**config.mk**
```make
export PLATFORM = sky130hd
export DESIGN_NAME = timer_display
export DESIGN_NICKNAME = d
export VERILOG_FILES = /design/src/rtl/timer_pkg.sv /design/src/rtl/timer_display_bin2bcd6.sv /design/src/rtl/timer_display.sv
export SDC_FILE = /design/constraint.sdc
export NUM_CORES = 1
export LEC_CHECK = 0
export BUFFER_PORTS_ARGS = -buffer_cell sky130_fd_sc_hd__buf_2
export CORE_MARGIN = 1.5
export CORE_UTILIZATION = 45
export DETAILED_ROUTE_END_ITERATION = 10
export SLEW_MARGIN = 20
export SYNTH_ARGS = -nofsm -noshare
export SYNTH_HDL_FRONTEND = slang
export SYNTH_SLANG_ARGS = --single-unit
```
**constraint.sdc**
```tcl
create_clock -name clk_i -period 3.95 [get_ports clk_i]
set_clock_uncertainty 0.2 [all_clocks]
set_input_delay 0.5925 -clock clk_i [delete_from_list [all_inputs] [get_ports clk_i]]
set_output_delay 0.5925 -clock clk_i [all_outputs]
set_load 0.05 [all_outputs]
```
**src/rtl/timer_pkg.sv**
```systemverilog
// -----------------------------------------------------------------------------
// timer_pkg
// Shared types and constants for the timer display reader.
//   state_t    : conversion FSM states (IDLE, SNAP, SHIFT, LOAD)
//   SEG_*      : active-low seven-segment patterns {g,f,e,d,c,b,a}
//   NUM_DIGITS : number of multiplexed display digits
//   DP_DIGIT   : digit whose decimal point renders the colon
//   bcd_to_seg : BCD digit to segment pattern, blank for codes above 9
// -----------------------------------------------------------------------------
package timer_pkg;

  typedef enum logic [1:0] {
    IDLE  = 2'd0,
    SNAP  = 2'd1,
    SHIFT = 2'd2,
    LOAD  = 2'd3
  } state_t;

  localparam int         NUM_DIGITS  = 4;
  localparam logic [1:0] DP_DIGIT    = 2'd2;
  localparam logic [2:0] SHIFT_STEPS = 3'd6;

  localparam logic [6:0] SEG_0     = 7'h40;
  localparam logic [6:0] SEG_1     = 7'h79;
  localparam logic [6:0] SEG_2     = 7'h24;
  localparam logic [6:0] SEG_3     = 7'h30;
  localparam logic [6:0] SEG_4     = 7'h19;
  localparam logic [6:0] SEG_5     = 7'h12;
  localparam logic [6:0] SEG_6     = 7'h02;
  localparam logic [6:0] SEG_7     = 7'h78;
  localparam logic [6:0] SEG_8     = 7'h00;
  localparam logic [6:0] SEG_9     = 7'h10;
  localparam logic [6:0] SEG_BLANK = 7'h7F;

  function automatic logic [6:0] bcd_to_seg(input logic [3:0] digit);
    logic [6:0] seg;
    case (digit)
      4'd0:    seg = SEG_0;
      4'd1:    seg = SEG_1;
      4'd2:    seg = SEG_2;
      4'd3:    seg = SEG_3;
      4'd4:    seg = SEG_4;
      4'd5:    seg = SEG_5;
      4'd6:    seg = SEG_6;
      4'd7:    seg = SEG_7;
      4'd8:    seg = SEG_8;
      4'd9:    seg = SEG_9;
      default: seg = SEG_BLANK;
    endcase
    return seg;
  endfunction

endpackage

```
**src/rtl/timer_display_bin2bcd6.sv**
```systemverilog
// -----------------------------------------------------------------------------
// bin2bcd6
// Sequential double-dabble converter: 6-bit binary to two BCD digits.
//   clk       : clock
//   reset_n   : synchronous active-low reset
//   start     : latch bin, clear the accumulator, arm six shift steps
//   bin       : binary value 0..63
//   tens/ones : BCD result, valid while done is high
//   last_step : high during the cycle in which the final shift happens
//   done      : high after the final shift until the next start
// -----------------------------------------------------------------------------
module bin2bcd6
  import timer_pkg::*;
(
  input  logic       clk,
  input  logic       reset_n,
  input  logic       start,
  input  logic [5:0] bin,
  output logic [3:0] tens,
  output logic [3:0] ones,
  output logic       last_step,
  output logic       done
);

  logic [5:0] bin_reg, bin_next;
  logic [7:0] bcd_reg, bcd_next;
  logic [2:0] cnt_reg, cnt_next;
  logic       done_reg, done_next;
  logic [7:0] adj;

  always_comb begin
    // add-3 correction on any nibble that would overflow past 9 after the shift
    adj = bcd_reg;
    if (bcd_reg[3:0] >= 4'd5) adj[3:0] = bcd_reg[3:0] + 4'd3;
    if (bcd_reg[7:4] >= 4'd5) adj[7:4] = bcd_reg[7:4] + 4'd3;

    bin_next  = bin_reg;
    bcd_next  = bcd_reg;
    cnt_next  = cnt_reg;
    done_next = done_reg;

    if (start) begin
      bin_next  = bin;
      bcd_next  = '0;
      cnt_next  = SHIFT_STEPS;
      done_next = 1'b0;
    end else if (cnt_reg != 3'd0) begin
      // the binary MSB shifts into the BCD LSB
      {bcd_next, bin_next} = {adj, bin_reg} << 1;
      cnt_next  = cnt_reg - 3'd1;
      done_next = (cnt_reg == 3'd1);
    end
  end

  always_ff @(posedge clk) begin
    if (!reset_n) begin
      bin_reg  <= '0;
      bcd_reg  <= '0;
      cnt_reg  <= '0;
      done_reg <= 1'b0;
    end else begin
      bin_reg  <= bin_next;
      bcd_reg  <= bcd_next;
      cnt_reg  <= cnt_next;
      done_reg <= done_next;
    end
  end

  assign tens      = bcd_reg[7:4];
  assign ones      = bcd_reg[3:0];
  assign last_step = (cnt_reg == 3'd1);
  assign done      = done_reg;

endmodule

```
**src/rtl/timer_display.sv**
```systemverilog
// -----------------------------------------------------------------------------
// timer_display
// Snapshots the countdown timer's binary hour/min/sec, converts the selected
// pair to BCD and scans it onto a 4-digit common-anode seven-segment display.
// mode_i=0 shows MM:SS, mode_i=1 shows HH:MM; the colon is digit 2's DP.
//
// Parameters:
//   DIGIT_CYCLES : clk_i cycles each digit stays lit (>= 1)
//   BLINK_HALF   : blink half-period in clk_i cycles (blink build only)
// Ports:
//   clk_i   : 1 kHz system clock
//   reset_i : synchronous active-low reset
//   mode_i  : 0 = MM:SS, 1 = HH:MM
//   hour_i, min_i, sec_i : binary timer values 0..63
//   seg_o   : segments {g,f,e,d,c,b,a}, active-low
//   dp_o    : decimal point, active-low
//   an_o    : one-hot active-low anodes, bit 0 = rightmost digit
//   valid_o : first conversion since reset has completed
//
// Build option: define TIMER_DISPLAY_EXPIRE_BLINK_EN to blink the display
// while the last snapshot was all zero (timer expired).
// -----------------------------------------------------------------------------
module timer_display
  import timer_pkg::*;
#(
  parameter int DIGIT_CYCLES = 2,
  parameter int BLINK_HALF   = 500
) (
  input  logic       clk_i,
  input  logic       reset_i,
  input  logic       mode_i,
  input  logic [5:0] hour_i,
  input  logic [5:0] min_i,
  input  logic [5:0] sec_i,
  output logic [6:0] seg_o,
  output logic       dp_o,
  output logic [3:0] an_o,
  output logic       valid_o
);

  localparam int REFRESH_W = (DIGIT_CYCLES > 1) ? $clog2(DIGIT_CYCLES) : 1;
  localparam logic [REFRESH_W-1:0] REFRESH_LAST = REFRESH_W'(DIGIT_CYCLES - 1);

  state_t state_reg, state_next;
  logic   conv_start;
  logic   load_now;

  // converter 1 carries the left pair (d3:d2), converter 0 the right pair
  logic [5:0] conv_bin  [2];
  logic [3:0] conv_tens [2];
  logic [3:0] conv_ones [2];
  logic [1:0] conv_last;
  logic [1:0] conv_done;

  logic [3:0]           digit_reg  [NUM_DIGITS];
  logic [3:0]           digit_next [NUM_DIGITS];
  logic                 valid_reg, valid_next;
  logic [REFRESH_W-1:0] refresh_reg, refresh_next;
  logic [1:0]           idx_reg, idx_next;
  logic [6:0]           seg_reg, seg_next;
  logic                 dp_reg, dp_next;
  logic [3:0]           an_reg, an_next;
  logic                 blank;

  assign conv_bin[1] = mode_i ? hour_i : min_i;
  assign conv_bin[0] = mode_i ? min_i  : sec_i;

  for (genvar gi = 0; gi < 2; gi++) begin : g_conv
    bin2bcd6 u_conv (
      .clk       (clk_i),
      .reset_n   (reset_i),
      .start     (conv_start),
      .bin       (conv_bin[gi]),
      .tens      (conv_tens[gi]),
      .ones      (conv_ones[gi]),
      .last_step (conv_last[gi]),
      .done      (conv_done[gi])
    );
  end

  // ---------------- conversion FSM ----------------
  always_ff @(posedge clk_i) begin
    if (!reset_i) begin
      state_reg <= IDLE;
    end else begin
      state_reg <= state_next;
    end
  end

  always_comb begin
    state_next = state_reg;
    conv_start = 1'b0;
    load_now   = 1'b0;
    unique case (state_reg)
      IDLE:  state_next = SNAP;
      SNAP: begin
        conv_start = 1'b1;
        state_next = SHIFT;
      end
      SHIFT: begin
        if (&conv_last) state_next = LOAD;
      end
      LOAD: begin
        load_now   = &conv_done;
        state_next = SNAP;
      end
      default: state_next = IDLE;
    endcase
  end

  // ---------------- expiry blink ----------------
`ifdef TIMER_DISPLAY_EXPIRE_BLINK_EN
  localparam int BLINK_W = (BLINK_HALF > 1) ? $clog2(BLINK_HALF) : 1;
  localparam logic [BLINK_W-1:0] BLINK_LAST = BLINK_W'(BLINK_HALF - 1);

  logic               snap_zero_reg;
  logic               expired_reg;
  logic               blink_on_reg;
  logic [BLINK_W-1:0] blink_cnt_reg;

  always_ff @(posedge clk_i) begin
    if (!reset_i) begin
      snap_zero_reg <= 1'b0;
      expired_reg   <= 1'b0;
      blink_on_reg  <= 1'b0;
      blink_cnt_reg <= '0;
    end else begin
      // expiry looks at all three fields, not just the displayed pair
      if (conv_start) begin
        snap_zero_reg <= (hour_i == 6'd0) && (min_i == 6'd0) && (sec_i == 6'd0);
      end
      if (load_now && !snap_zero_reg) begin
        expired_reg   <= 1'b0;
        blink_on_reg  <= 1'b0;
        blink_cnt_reg <= '0;
      end else begin
        // repeated zero loads must not restart the blink period
        if (load_now) expired_reg <= 1'b1;
        if (expired_reg) begin
          if (blink_cnt_reg == BLINK_LAST) begin
            blink_cnt_reg <= '0;
            blink_on_reg  <= ~blink_on_reg;
          end else begin
            blink_cnt_reg <= blink_cnt_reg + BLINK_W'(1);
          end
        end
      end
    end
  end

  // phase starts in the off half after expiry
  assign blank = expired_reg && !blink_on_reg;
`else
  assign blank = 1'b0;
`endif

  // ---------------- digit registers and scan ----------------
  always_comb begin
    for (int i = 0; i < NUM_DIGITS; i++) digit_next[i] = digit_reg[i];
    valid_next = valid_reg;
    if (load_now) begin
      digit_next[3] = conv_tens[1];
      digit_next[2] = conv_ones[1];
      digit_next[1] = conv_tens[0];
      digit_next[0] = conv_ones[0];
      valid_next    = 1'b1;
    end

    if (refresh_reg == REFRESH_LAST) begin
      refresh_next = '0;
      idx_next     = idx_reg + 2'd1;
    end else begin
      refresh_next = refresh_reg + REFRESH_W'(1);
      idx_next     = idx_reg;
    end

    // outputs follow the next index and next digit so segments, anodes and
    // a freshly loaded digit all change on the same edge
    seg_next = bcd_to_seg(digit_next[idx_next]);
    dp_next  = blank || (idx_next != DP_DIGIT);
  end

  for (genvar gi = 0; gi < NUM_DIGITS; gi++) begin : g_anode
    assign an_next[gi] = blank || (idx_next != 2'(gi));
  end

  always_ff @(posedge clk_i) begin
    if (!reset_i) begin
      for (int i = 0; i < NUM_DIGITS; i++) digit_reg[i] <= '0;
      valid_reg   <= 1'b0;
      refresh_reg <= '0;
      idx_reg     <= '0;
      seg_reg     <= SEG_BLANK;
      dp_reg      <= 1'b1;
      an_reg      <= 4'b1111;
    end else begin
      for (int i = 0; i < NUM_DIGITS; i++) digit_reg[i] <= digit_next[i];
      valid_reg   <= valid_next;
      refresh_reg <= refresh_next;
      idx_reg     <= idx_next;
      seg_reg     <= seg_next;
      dp_reg      <= dp_next;
      an_reg      <= an_next;
    end
  end

  assign seg_o   = seg_reg;
  assign dp_o    = dp_reg;
  assign an_o    = an_reg;
  assign valid_o = valid_reg;

endmodule

```
==> metrics, run 1 <==
status finished, final reports clean; grt ovf 0; static leakage 1.79 nW; post-synth top area share 0.397; Logic pwr share 0.297; antenna cell count 0; sequential area share after synthesis 0.397; Initial Util 0.472; Worst Setup Slack post-DPL ~0.84 ns; CTS Sinks 69; syn nets 428; fmax 0.325 GHz; CP endpoint kind register; first-pass GRT wire length 11400 microns; Mapped Cells 387; Reg2Reg Depth 11; reg-to-reg endpoint seg_o[0]$_SDFF_PN1_; Post-synth EDFFs 0; final hold slack 0.255 ns; WHS Endpoint valid_o$_SDFFE_PN0P_; Filler cells 723; Synth Register Bits a little under 70; Area contributors post-synth dfxtp_1 40%, ha_1 7.2%, mux2i_1 6.9%, mux2_2 5.8%, a21oi_1 5.5%; post-route setup slack 0.872 ns; CTS H-tree lvls 3; Main synth FF type dfxtp_1; Yosys warnings 0; Iter 0 DRT Violations 74; area grow syn2layout 12.6%; DR vias roughly 2600; vias in the first global route ~2400; synth unique cells 37; Post-synth ARST share 0; CP cell instances ha_1 > nand3_2 > mux2i_1 > a21boi_0 > or2_2 > nor2_1 > inv_1 > ha_1 > mux2_2 > nor2_1 > o21ai_1; Worst R2R Start state_reg[0]$_SDFFE_PN0P_; # DRC 0; fraction of layout cells with a size suffix above 1 0.188; unrepaired setup endpoints after global routing false; post-route cell area 0.00392 sq mm; area of the multi-input gates 0.00194 sq mm; worst vdd ir 0.300 mV; core area 0.00737 sq mm; Crit path buffers/inverters 1; CTS clk-pin slew, worst paths around 0.080 ns; largest area contributor in the netlist dfxtp_1; hold path depth 2; routability cong. 0.796; CTS tree done; Slew @ Worst Pin 0.939 ns; Max Buffers Root-to-Sink 2; post-CTS setup buffers 0; Final Util 0.532; largest net degree at the start of global routing 48; DR pass1 iterations 4; critical path's largest stage delay roughly 0.48 ns; # IOs 34; Die Width 91.0 microns; CP Max Fanout 22; fin crit period 3.08 ns; Cell Area, Synth 0.00348 sq mm; dpl hpwl 4420 microns; Worst Path Arrival 3.10 ns; crit-path leading delay family simple AND/OR/NAND/NOR gates; hold path startpoint valid_o$_SDFFE_PN0P_; Crit-path slowest cell nand3_2; Switching Share 0.326; initial antenna violation count 0; Reg power frac 0.403; Final Cycle Share 0.779; final net count 452; Fin. Hold Viols 0; Startpoint Class register; Avg WL per Cell 12.4 microns; Vert. Die Dim ~91 microns; R2R Setup Slk 0.87 ns; placed inst area between 0.003 and 0.004 sq mm; cts bufs inserted 9; DIE AREA about 0.0083 sq mm; power share of the clock group 0.300; endpoints failing setup 0; ANT nets after route 0; num rows 31; drt via density 5.03; PD cells 555 mW/mm^2; All-Layer GR Usage 0.174; Worst slew margin 0.374; register area ~0.0014 sq mm; Avg Inst Size Synth 8.99 sq um; Hold-fix buffers, CTS 0; # resized after CTS 0; port buffer count 33; drt total wl ~6400 microns; root buffer cell clkbuf_8; worst path required time 3.97 ns; max-slew violation count 0; Switch Pwr 0.710 mW; Int Power between 1 and 1.5 mW; Tightest Hold Check Type register to register; Crit path depth 11; max_cap viols 0; worst skew pair latency 0.35 ns; setup_tns 0 ns; Setup Crit Path Kind register to register
-- power groups by stage --
stage               sequential (mW)  combinational [mW]  clock [mW]
finish                        0.876               0.647       0.652
global placement              0.891               0.641           0
CTS                           0.878               0.654       0.671
detailed placement            0.894               0.653           0
global route                  0.893               0.739       0.707
floorplan                     0.915               0.500           0
-- synth_stat cells, drive strengths merged (3+ instances only) --
master  count
xnor2       4
and2        8
o21a        3
nor2b      14
a21oi      38
nand2b      8
mux4        4
inv        17
ha         20
or3         4
dfxtp      69
nand2      29
buf         8
nor3        3
nand3b      4
clkbuf     15
o211a      12
nor2       47
a21boi      6
o21ai      19
mux2       18
mux2i      24
-- worst max path at each step --
stage	slack [ns]	endpoint	start
3_3_place_gp	0.92	seg_o[0]$_SDFF_PN1_	state_reg[0]$_SDFFE_PN0P_
2_1_floorplan	1.23	seg_o[0]$_SDFF_PN1_	state_reg[0]$_SDFFE_PN0P_
4_1_cts	0.84	seg_o[0]$_SDFF_PN1_	state_reg[0]$_SDFFE_PN0P_
3_5_place_dp	0.84	seg_o[0]$_SDFF_PN1_	state_reg[0]$_SDFFE_PN0P_
5_1_grt	0.58	seg_o[0]$_SDFF_PN1_	state_reg[0]$_SDFFE_PN0P_
6_report	0.87	seg_o[0]$_SDFF_PN1_	state_reg[0]$_SDFFE_PN0P_
-- cells by family after synthesis --
logic type      Yosys count  share of synthesized area
buf+inv                  40                     0.0478
mux                      46                      0.153
simple gates            125                      0.173
xor+xnor                  6                     0.0151
flops                    69                      0.397
compound gates           81                      0.143
fa+ha+maj                20                     0.0719
-- metal layers --
metal	routed length, microns	vias to the layer above	GRT usage
met4	108	0	0.0820
met5	0	-	0
met2	2920	43	0.278
li1	-	1358	-
met1	3120	1181	0.221
met3	261	8	0.0385
-- layout make-up --
type / instances / area share
multi-input combinational: 278 / 0.494
sequential: 69 / 0.352
timing repair buffer: 36 / 0.0479
clock buffer: 12 / 0.0396
tap: 99 / 0.0316
clock inverter: 4 / 0.0179
inverter: 17 / 0.0163
-- worst reg2reg max path, cell delays in order, from the launching register on --
cell and delay [ns]:
dfxtp_1 0.41, ha_1 0.19, nand3_2 0.48, mux2i_1 0.28, a21boi_0 0.15, or2_2 0.29, nor2_1 0.22, inv_1 0.15
ha_1 0.21, mux2_2 0.25, nor2_1 0.08, o21ai_1 0.06
-- stage by stage --
stage	total power, mW	cells
floorplan	1.41	387
global placement	1.53	499
detailed placement	1.55	499
CTS	2.20	515
global route	2.34	515
finish	2.18	515
-- cells in the final DEF (no fill, tap or decap), types with 6 or more instances in the layout --
master,count
nand2_1,29
ha_1,20
buf_2,33
nand2b_1,8
and2_1,7
mux2i_1,24
dfxtp_1,69
nor2b_1,14
mux2_2,18
a21boi_0,6
nor2_1,47
a21oi_1,38
o21ai_0,13
o21ai_1,6
clkbuf_8,11
inv_1,17
o211a_1,12
No activity file was read; power rests on OpenSTA's default activity.
==> run 2, diff against run 1 <==
==> constraint.sdc (replaced) <==
create_clock -name clk_i -period 2.9 [get_ports clk_i]
set_clock_uncertainty 0.2 [all_clocks]
set_input_delay 0.435 -clock clk_i [delete_from_list [all_inputs] [get_ports clk_i]]
set_output_delay 0.435 -clock clk_i [all_outputs]
set_load 0.05 [all_outputs]
==> run 2 against run 1 <==
- setup slack lost 0.61 ns
- register-to-register slack lost 0.61 ns
- total power grew 33%
- first-iteration DRC count grew 84%
- largest power group unchanged
- routed wire length grew 0.55%
- global-route usage shrank 0.42 points
- flip-flop and latch count is the same
- clock-buffer cell count grew 1
- critical endpoint is now seg_o[5]$_SDFF_PN1_
- fmax grew 17%
==> metrics, run 2 (synthesized netlist as in run 1, its figures left out) <==
hold path startpoint reset_i; final net count 456 (+0.88%); Iter 0 DRT Violations 136 (+84%); first-pass GRT wire length 11300 microns (-0.97%); routability cong. 0.796 (about the same); fmax 0.379 GHz (+17%); max-slew violation count 0 (unchanged); Worst Path Arrival 2.65 ns (-0.45 ns); post-CTS setup buffers 0 (unchanged); Tightest Hold Check Type input pin to register; Die Width 91.0 microns (unchanged); core area 0.00737 sq mm (unchanged); max_cap viols 0 (unchanged); Setup Crit Path Kind register to register; All-Layer GR Usage 0.169 (-0.00419); WHS Endpoint an_o[2]$_SDFF_PN1_; unrepaired setup endpoints after global routing false; fraction of layout cells with a size suffix above 1 0.196 (+0.00867); grt ovf 0 (unchanged); port buffer count 33 (unchanged); CTS H-tree lvls 3 (unchanged); endpoints failing setup 0 (unchanged); worst vdd ir 0.411 mV (+37%); placed inst area 0.00374 sq mm (+1.2%); Tot Pwr 2.89 mW (+33%); # resized after CTS 0 (unchanged); initial antenna violation count 0 (unchanged); static leakage 1.81 nW (+0.64%); Vert. Die Dim 91.0 microns (unchanged); Reg2Reg Depth 12 (+1); Fin. Hold Viols 0 (unchanged); largest net degree at the start of global routing 35 (-27%); area grow syn2layout 13.3%; Worst R2R Start state_reg[0]$_SDFFE_PN0P_; hold path depth 2 (unchanged); Startpoint Class register; Slew @ Worst Pin 0.578 ns (-0.360 ns); ANT nets after route 0 (unchanged); Max Buffers Root-to-Sink 2 (unchanged); dpl hpwl 4520 microns (+2.2%); # IOs 34 (unchanged); Finished Layout Cells 517 (+0.39%); root buffer cell clkbuf_8; Hold-fix buffers, CTS 0 (unchanged); worst path required time 2.91 ns (-1.06 ns); DR vias 2588 (-0.077%); Final Cycle Share 0.911 (+0.132); CTS tree done; reg-to-reg endpoint seg_o[5]$_SDFF_PN1_; CTS Sinks 69 (unchanged); drt via density 5.01 (-0.46%); CP Max Fanout 22 (unchanged); PD cells 734 mW/mm^2 (+32%); antenna cell count 0 (unchanged); most frequent cells in the layout 69 x dfxtp_1, 46 x nor2_1, 38 x a21oi_1; Initial Util 0.472 (unchanged); R2R Setup Slk 0.26 ns (-0.61 ns); fin crit period 2.64 ns (-0.437 ns); DP Cell Count 503 (+0.80%); worst skew pair latency 0.34 ns (about the same); drt total wl 6440 microns (+0.55%); setup_tns 0 ns (unchanged); Worst slew margin 0.612 (+0.238); num rows 31 (unchanged); vias in the first global route 2479 (+2.0%); cts bufs inserted 9 (unchanged); CP endpoint kind register; leading cell type in the layout, fill and taps excluded dfxtp_1; post-route cell area 0.00394 sq mm (+0.61%); DIE AREA 0.00827 sq mm (unchanged); status finished, final reports clean; CTS clk-pin slew, worst paths 0.07 ns (about the same); # DRC 0 (unchanged); DR pass1 iterations 4 (unchanged); Avg WL per Cell 12.5 microns (+0.16%)
[run 2: cell types whose count changed in the layout (fill, tap and decap cells not counted), sizes merged]
cell and change:
clkinv -2, bufinv -1, clkbuf +1, buf +4
[run 2: area by class of cell]
cell class | count | area (sq um)
Multi-Input combinational cell | 278 | 1950
Tap cell | 99 | 124
Inverter | 17 | 63.8
Clock buffer | 13 | 169
Fill cell | 684 | 3430
Clock inverter | 1 | 30.0
Sequential cell | 69 | 1380
Timing Repair Buffer | 40 | 230
[run 2: where the power goes]
part,internal (mW),switching (mW)
Combinational,0.395,0.514
Clock,0.459,0.332
Sequential,1.09,0.102
[run 2: worst max-delay path: stages, from the launching register on]
cell and delay (ns):
dfxtp_1 0.36, ha_1 0.22, nand3_2 0.09, buf_12 0.18, mux2_2 0.36, a21oi_1 0.16
or3_4 0.19, inv_1 0.07, ha_1 0.19, nor4_1 0.27, a21oi_1 0.06, nor2_1 0.09
o21ai_1 0.06
[run 2: how the worst max path moves through the flow]
stage	startpoint	end	slack, ns	cells past startpoint
2_1_floorplan	state_reg[0]$_SDFFE_PN0P_	seg_o[0]$_SDFF_PN1_	0.18	13
3_3_place_gp	state_reg[0]$_SDFFE_PN0P_	seg_o[0]$_SDFF_PN1_	0.24	12
3_5_place_dp	state_reg[0]$_SDFFE_PN0P_	seg_o[0]$_SDFF_PN1_	0.18	12
4_1_cts	state_reg[0]$_SDFFE_PN0P_	seg_o[0]$_SDFF_PN1_	0.17	12
5_1_grt	state_reg[0]$_SDFFE_PN0P_	seg_o[0]$_SDFF_PN1_	0.04	12
6_report	state_reg[0]$_SDFFE_PN0P_	seg_o[5]$_SDFF_PN1_	0.26	12
[run 2: stage by stage]
stage,util,hold slack (ns),setup slack (ns)
after floorplan,-,0.254,0.176
after global placement,0.507,0.257,0.236
after detailed placement,0.507,0.251,0.178
after CTS,0.534,0.185,0.166
after global routing,0.535,0.204,0.0376
final,0.535,0.203,0.259
[run 2: metal layers]
metal | track usage | share of wire | vias up
met2 | 0.277 | 0.47 | 45
met3 | 0.0578 | 0.043 | 7
met4 | 0.0508 | 0.014 | 0
met5 | 0 | 0 | -
li1 | - | - | 1366
met1 | 0.210 | 0.47 | 1170
==> run 3, diff against run 2 <==
--- a/config.mk
+++ b/config.mk
@@ -9,6 +9,7 @@
 export CORE_MARGIN = 1.5
 export CORE_UTILIZATION = 45
 export DETAILED_ROUTE_END_ITERATION = 10
+export REMOVE_ABC_BUFFERS = 1
 export SLEW_MARGIN = 20
 export SYNTH_ARGS = -nofsm -noshare
 export SYNTH_HDL_FRONTEND = slang
==> run 3 against run 2 <==
- flip-flop and latch count is the same
- fmax shrank 2.2%
- sequential share of layout area shrank 0.42 points
- clock-buffer cell count is the same
- critical path type unchanged
- largest power group unchanged
==> metrics, run 3 (synthesized netlist as in run 1, its figures left out) <==
status finished, final reports clean; WL met2 3010 microns (-0.66%); Fin. Hold Viols 0 (unchanged); Setup Crit Path Kind register to register; grt ovf 0 (unchanged); critical path's largest stage delay 0.36 ns (about the same); worst vdd ir 0.314 mV (-24%); CP Max Fanout 22 (unchanged); antenna cell count 0 (unchanged); leading cell type in the layout, fill and taps excluded dfxtp_1; worst skew pair latency 0.34 ns (about the same); most frequent cells in the layout 69 x dfxtp_1, 46 x nor2_1, 38 x a21oi_1; endpoints failing setup 0 (unchanged); Tot Pwr 3.03 mW (+4.6%); core area 0.00737 sq mm (unchanged); worst path required time 2.91 ns (about the same); Crit path buffers/inverters 2 (unchanged); top layer reached by signal wires met4; static leakage 1.83 nW (+1.5%); hold path depth 4 (+2); reg-to-reg endpoint seg_o[5]$_SDFF_PN1_; fraction of layout cells with a size suffix above 1 0.202 (+0.00573); CTS clk-pin slew, worst paths 0.07 ns (about the same); DIE AREA 0.00827 sq mm (unchanged); root buffer cell clkbuf_8; Iter 0 DRT Violations 107 (-21%); # IOs 34 (unchanged); final net count 457 (+0.22%); fmax 0.370 GHz (-2.2%); Hold-fix buffers, CTS 0 (unchanged); vias in the first global route 2459 (-0.81%); PD cells 758 mW/mm^2 (+3.4%); Slew @ Worst Pin 0.790 ns (+0.212 ns); Worst slew margin 0.473 (-0.139); dpl hpwl 4480 microns (-0.88%); Avg WL per Cell 12.2 microns (-2.1%); max-slew violation count 0 (unchanged); CTS Sinks 69 (unchanged); DR vias 2597 (+0.35%); drt total wl 6340 microns (-1.5%); placed inst area 0.00374 sq mm (+0.20%); post-route cell area 0.00399 sq mm (+1.2%); Worst R2R Start state_reg[0]$_SDFFE_PN0P_; All-Layer GR Usage 0.166 (-0.00322); Vert. Die Dim 91.0 microns (unchanged); unrepaired setup endpoints after global routing false; CP endpoint kind register; post-CTS setup buffers 0 (unchanged); Die Width 91.0 microns (unchanged); WL met1 3000 microns (-1.1%); largest net degree at the start of global routing 48 (+37%); CP cell instances ha_1 > nand3_2 > buf_12 > mux2_2 > a21oi_1 > or3_1 > inv_1 > ha_1 > nor4_1 > a21oi_1 > nor2_1 > o21ai_1; Worst Path Arrival 2.72 ns (+0.07 ns); first-pass GRT wire length 11000 microns (-2.7%); Tightest Hold Check Type input pin to register; R2R Setup Slk 0.20 ns (-0.06 ns); DR pass1 iterations 4 (unchanged); initial antenna violation count 0 (unchanged); port buffer count 33 (unchanged); fin crit period 2.70 ns (+0.0599 ns); ANT nets after route 0 (unchanged); cts bufs inserted 9 (unchanged); # DRC 0 (unchanged); CTS tree done; # resized after CTS 0 (unchanged); CTS H-tree lvls 3 (unchanged); WL met3 221 microns (-20%); max_cap viols 0 (unchanged); Startpoint Class register; Crit-path slowest cell dfxtp_1; area grow syn2layout 14.7%; hold path startpoint sec_i[1]; Initial Util 0.472 (unchanged); routability cong. 0.802 (+0.75%); Max Buffers Root-to-Sink 2 (unchanged); Final Cycle Share 0.931 (+0.0206); setup_tns 0 ns (unchanged); WHS Endpoint g_conv[0].u_conv.bin_reg[1]$_SDFFE_PN0P_; Reg2Reg Depth 12 (unchanged); num rows 31 (unchanged); drt via density 4.99 (-0.23%); crit-path leading delay family simple AND/OR/NAND/NOR gates
[run 3: changes by cell type in the layout (fill, tap and decap cells not counted), sizes merged]
cell    previous run  this run
bufinv             1         2
buf               40        41
clkinv             0         1
[run 3: layout make-up]
cell class,instances,area [sq um]
timing repair buffer,41,238
inverter,17,63.8
tap,99,124
sequential,69,1380
clock inverter,3,65.1
multi-input combinational,278,1940
clock buffer,13,179
fill,699,3380
[run 3: worst min-delay path: stages]
cell and delay [ns]:
buf_2 0.07, mux2i_1 0.05, nand2_1 0.06, o211a_1 0.13
[run 3: worst max-delay path by stage]
stage,from,to,slack [ns],cells past startpoint
6_report,state_reg[0]$_SDFFE_PN0P_,seg_o[5]$_SDFF_PN1_,0.20,12
5_1_grt,state_reg[0]$_SDFFE_PN0P_,seg_o[5]$_SDFF_PN1_,0.004,12
4_1_cts,state_reg[0]$_SDFFE_PN0P_,seg_o[0]$_SDFF_PN1_,0.11,12
3_5_place_dp,state_reg[0]$_SDFFE_PN0P_,seg_o[0]$_SDFF_PN1_,0.14,12
3_3_place_gp,state_reg[0]$_SDFFE_PN0P_,seg_o[0]$_SDFF_PN1_,0.23,12
2_1_floorplan,state_reg[0]$_SDFFE_PN0P_,seg_o[0]$_SDFF_PN1_,0.13,11
[run 3: routing by layer]
metal,vias to the layer above,track usage
met1,1182,0.201
met2,44,0.279
met5,-,0
li1,1364,-
met3,7,0.0444
met4,0,0.0651
[run 3: power breakdown]
| part | leakage, nW | switching (mW) | total [mW] | internal, mW |
|---|---|---|---|---|
| Sequential | 0.564 | 0.103 | 1.19 | 1.09 |
| Clock | 0.126 | 0.361 | 0.938 | 0.577 |
| Combinational | 1.14 | 0.505 | 0.894 | 0.389 |
| Total | 1.83 | 0.969 | 3.03 | 2.06 |
[run 3: metrics by stage]
stage	hold WS (ns)	worst slack, ns	util	std cells
finish	0.241	0.199	0.542	520
global route	0.254	0.00431	0.542	520
CTS	0.231	0.113	0.541	520
detailed placement	0.252	0.140	0.508	504
global placement	0.270	0.231	0.508	504
floorplan	0.254	0.135	-	364
